==> src/rtl/shift_unit.sv <==
// Iterative one-bit-per-clock shifter/rotator with a start/busy/done handshake.
// Operand and shift count are captured on the accepted start edge; result holds until the next start.
module shift_unit #(
  parameter int WIDTH   = 32,
  parameter int SHAMT_W = 5
) (
  input  logic               clk,
  input  logic               reset_n,
  input  logic               start,
  input  logic [2:0]         op,
  input  logic [WIDTH-1:0]   data_in,
  input  logic [SHAMT_W-1:0] shift_amt,
  output logic               busy,
  output logic               done,
  output logic [WIDTH-1:0]   result
);

  localparam logic [1:0] S_IDLE  = 2'd0;
  localparam logic [1:0] S_SHIFT = 2'd1;
  localparam logic [1:0] S_DONE  = 2'd2;

  localparam logic [2:0] OP_SLL = 3'b000;
  localparam logic [2:0] OP_SRL = 3'b001;
  localparam logic [2:0] OP_SRA = 3'b010;
  localparam logic [2:0] OP_ROL = 3'b011;
  localparam logic [2:0] OP_ROR = 3'b100;

  logic [1:0]         r_state;
  logic [SHAMT_W-1:0] r_count;
  logic [2:0]         r_op;
  logic [WIDTH-1:0]   r_result;
  logic               r_busy;
  logic               r_done;

  logic [1:0]         w_state_nxt;
  logic [SHAMT_W-1:0] w_count_nxt;
  logic [2:0]         w_op_nxt;
  logic [WIDTH-1:0]   w_result_nxt;

  // Single-bit step; pass-through codes never reach SHIFT, so default holds the value.
  function automatic logic [WIDTH-1:0] shift_one(input logic [WIDTH-1:0] val, input logic [2:0] sel);
    logic [WIDTH-1:0] res;
    case (sel)
      OP_SLL:  res = {val[WIDTH-2:0], 1'b0};
      OP_SRL:  res = {1'b0, val[WIDTH-1:1]};
      OP_SRA:  res = {val[WIDTH-1], val[WIDTH-1:1]};
      OP_ROL:  res = {val[WIDTH-2:0], val[WIDTH-1]};
      OP_ROR:  res = {val[0], val[WIDTH-1:1]};
      default: res = val;
    endcase
    return res;
  endfunction

  // Next-state and datapath update.
  always_comb begin
    w_state_nxt  = r_state;
    w_count_nxt  = r_count;
    w_op_nxt     = r_op;
    w_result_nxt = r_result;
    case (r_state)
      S_IDLE: begin
        if (start) begin
          w_result_nxt = data_in;
          w_count_nxt  = shift_amt;
          w_op_nxt     = op;
          if ((shift_amt == {SHAMT_W{1'b0}}) || (op > OP_ROR)) begin
            w_state_nxt = S_DONE;
          end else begin
            w_state_nxt = S_SHIFT;
          end
        end else begin
          w_state_nxt = S_IDLE;
        end
      end
      S_SHIFT: begin
        w_result_nxt = shift_one(r_result, r_op);
        w_count_nxt  = r_count - {{(SHAMT_W-1){1'b0}}, 1'b1};
        if (r_count == {{(SHAMT_W-1){1'b0}}, 1'b1}) begin
          w_state_nxt = S_DONE;
        end else begin
          w_state_nxt = S_SHIFT;
        end
      end
      S_DONE:  w_state_nxt = S_IDLE;
      default: w_state_nxt = S_IDLE;
    endcase
  end

  // State registers; busy/done are registered from the next state so they align with it.
  always_ff @(posedge clk or negedge reset_n) begin
    if (!reset_n) begin
      r_state  <= S_IDLE;
      r_count  <= {SHAMT_W{1'b0}};
      r_op     <= 3'b000;
      r_result <= {WIDTH{1'b0}};
      r_busy   <= 1'b0;
      r_done   <= 1'b0;
    end else begin
      r_state  <= w_state_nxt;
      r_count  <= w_count_nxt;
      r_op     <= w_op_nxt;
      r_result <= w_result_nxt;
      r_busy   <= (w_state_nxt != S_IDLE);
      r_done   <= (w_state_nxt == S_DONE);
    end
  end

  assign busy   = r_busy;
  assign done   = r_done;
  assign result = r_result;

endmodule

==> config.mk <==
export PLATFORM = sky130hd
export DESIGN_NAME = shift_unit
export DESIGN_NICKNAME = d
export VERILOG_FILES = /design/src/rtl/shift_unit.sv
export SDC_FILE = /design/constraint.sdc
export NUM_CORES = 1
export LEC_CHECK = 0
export ABC_AREA = 1
export BUFFER_PORTS_ARGS = -buffer_cell sky130_fd_sc_hd__buf_4
export CORE_UTILIZATION = 48
export DETAILED_ROUTE_END_ITERATION = 10
export PLACE_DENSITY_LB_ADDON = 0.1
export SETUP_SLACK_MARGIN = 0.4
export SYNTH_ARGS = -nofsm -noshare
export SYNTH_HDL_FRONTEND = slang
export SYNTH_SLANG_ARGS = --single-unit
==> constraint.sdc <==
create_clock -name clk -period 1.2 [get_ports clk]
set_input_delay 0.18 -clock clk [delete_from_list [all_inputs] [get_ports clk]]
set_output_delay 0.18 -clock clk [all_outputs]
set_load 0.005 [all_outputs]
==> flow_summary.yaml <==
placed_design:
  dp_slack_ps: -181
  dp_cells: 599
  dp_hpwl_mm: 4.83
  io_buffers: 76
  gp_congestion: 0.777
logic_synthesis:
  synth-edff-count: 0
  async_flop_share_pct: 100
  synthTopCellsByArea: "dfrtp_1, nor2_1, nand2_1, a21oi_1, nand3_1"
  synth.distinct_cells: 25
  synth_common_cells: "nor2_1, nand2_1, dfrtp_1"
  yosysMostFrequentCell: "nor2_1"
  synth_top_area_cell: "dfrtp_1"
  synth.avg_cell_area_um2: 6.37
  ys_ff_latch: 44
  yosysTopAreaCellShare_pct: 38.1
  postSynthCellCount: 454
  synthFlopType: "dfrtp_1"
  synth_area_um2: 2890
  syn_nets: 499
  synth-seq-area-share_pct: 38.1
  yosys_warnings: 0
pwr:
  power_frac_clock_pct: 6.3
  powerDensity_nw_per_um2: 3270
  power_leakage_nw: 2.49
  swShare_pct: 45.4
  p_switching_mw: 7.14
  p_int_mw: 8.58
  seq_power_share_pct: 18.8
  p_comb_share_pct: 74.9
  peakVddDrop_uv: 1890
drt:
  drt-wirelength-per-cell_um: 14.6
  avgViaCountPerCell: 5.32
  drtIter0Drc: 240
  drcViolationCount: 0
  dr.pass1.iters: 5
  ant_nets: 0
  num_vias: 3498
  totalWireLength_mm: 9.57
critical_path:
  reg2reg_from: "r_op[0]"
  critPathRequiredTime_ps: 1390
  end_kind: "register"
  critical_path_class: "register to register"
  worst-path-max-fanout: 31
  ff2ff_path_depth: 8
  startpoint: "r_op[0]"
  cp-start-kind: "register"
  cp.arrival_ps: 1680
global_routing:
  grt_first_pass_wirelength_mm: 13.8
  grt_pass1_vias: 3159
  met2_usage_pct: 49.3
  antenna_found_initial: 0
  grt_start_max_net_pins: 45
  gr-max-usage-layer: "met2"
  grtUsageTotal_pct: 27.5
  use_met3_pct: 5.37
  grt_use_met1_pct: 32.9
  grt.overflow.total: 0
timing:
  whs_ps: -131
  worst_pin_slew_ps: 602
  fin_crit_ps: 1500
  setup_viol: 37
  finalClockSkew_ps: 4.28
  hold_violations: 44
  drv_slew: 0
  max-slew-margin-rel_pct: 59.9
  rsz0062_at_grt: "true"
  fmaxAchievable_mhz: 668
  finalCritPeriodShare_pct: 125
  timing.final.ws_setup_ps: -298
final_layout:
  drive_gt1_share_pct: 39.8
  finalNonFillerCells: 657
  n_fill_cell: 307
  syn_to_final_growth_pct: 66.3
  diodes: 0
  final_nets: 629
die:
  start_util_pct: 51.2
  die_x_um: 79.6
  die_h_um: 79.6
  ioPinCount: 77
  core_area_um2: 5640
  die_area_um2: 6340
  num_rows: 27
clocking:
  clock_path_buffers: 2
  htreeDepth: 2
  cts_buffers: 5
  clk-insertion-delay-late_ps: 290
  clockRootBuffer: "clkbuf_8"
  clk_pin_slew_ps: 80
  cts_tree: "built"
  cts_sinks: 44
outcome:
  status: "complete, but fails checks"
  violations: "negative hold slack, negative setup slack"
flow_run:
  cap_violations: 0
min_path:
  hold_class: "input port to async pin"
## state kept, by name (all words and copies together), names as in the netlist
signal / flops
r_count: 5
done: 1
r_op: 3
result: 32
busy: 1
r_state: 2
## logic make-up (layout without fill, tap and decap cells)
group | after synthesis | in the layout | synth area share (%)
AO/OA/AOI/OAI | 54 | 54 | 9.78
buffers and inverters | 70 | 201 | 11.1
flip-flops | 44 | 44 | 38.1
AND/OR/NAND/NOR | 281 | 281 | 39.3
XOR/XNOR | 3 | 3 | 0.909
adder cells (fa/ha/maj) | 2 | 2 | 0.866
## power by group through the flow
stage	combinational (mW)	clock, mW	sequential, mW
after floorplan	4.85	0	2.96
after global placement	7.22	0	3.03
after detailed placement	7.43	0	3.05
after CTS	9.95	1.02	2.85
after global routing	12.9	1.06	3.01
final	11.8	0.994	2.95
## critical path, stage by stage, from the launching register on
cell and delay [ps]:
dfrtp_1 470, inv_2 90, nand2_4 100, nand3_4 100
buf_12 180, a21oi_1 160, nor2_1 80, nor2_1 140
nor2_1 70
## repair_timing
action / CTS / global route
endpoints found under the setup margin: 78 / 78
pin swaps: 1 / 13
gates cloned: 3 / 4
hold endpoints to repair: 44 / 44
gates resized for setup: 78 / 74
setup buffers: 40 / 3
## cell type report
class                   count  area [um^2]  share of cell area [%]
multi-input cells         340         1830                    38.2
repair buffers            147         1490                    31.1
flip-flops and latches     44         1100                    23.0
inverters                  45          184                    3.83
clock buffers               8         90.1                    1.87
well taps                  72         90.1                    1.87
repair inverters            1         11.3                   0.234
## metal layers
layer | up-vias | wire (um) | share of wire [%]
met5 | - | 0 | 0
met4 | 0 | 151 | 1.6
met3 | 18 | 707 | 7.4
met2 | 166 | 4980 | 52
met1 | 1645 | 3730 | 39
li1 | 1669 | - | -
## cell usage in the layout, fill, tap and decap left out, types with 5 or more instances in the layout
cell type,synthesis,routed
a21oi_1,38,23
a21oi_2,0,15
buf_12,0,9
buf_4,3,86
buf_6,3,45
clkbuf_8,0,6
dfrtp_1,44,41
inv_1,41,38
inv_2,2,5
nand2_1,105,84
nand2_2,2,9
nand2_4,0,11
nand3_1,37,35
nor2_1,131,112
nor2_2,1,13
nor2_4,2,9
o21ai_1,0,6
## final timing paths
check,slack [ps],end
setup / recovery,-300,result[17]
hold / removal,-130,result[24]
setup reg to reg,-300,result[17]
hold reg to reg,620,r_count[0]
max in group asynchronous,870,result[1]
min in group clk,130,r_count[1]
## stage by stage
stage | total power, mW | cell area [um^2] | TNS (ps) | hold WS, ps | utilization (%)
CTS | 13.8 | 4420 | -3530 | -102 | 78.4
global route | 16.9 | 4810 | -9680 | -74.8 | 85.2
floorplan | 7.81 | 2930 | -1470 | -116 | -
detailed placement | 10.5 | 3710 | -4720 | 223 | 65.8
finish | 15.7 | 4810 | -6890 | -131 | 85.2
global placement | 10.2 | 3710 | -3190 | 225 | 65.8
Note: power is estimated with default switching activity, not from simulation.
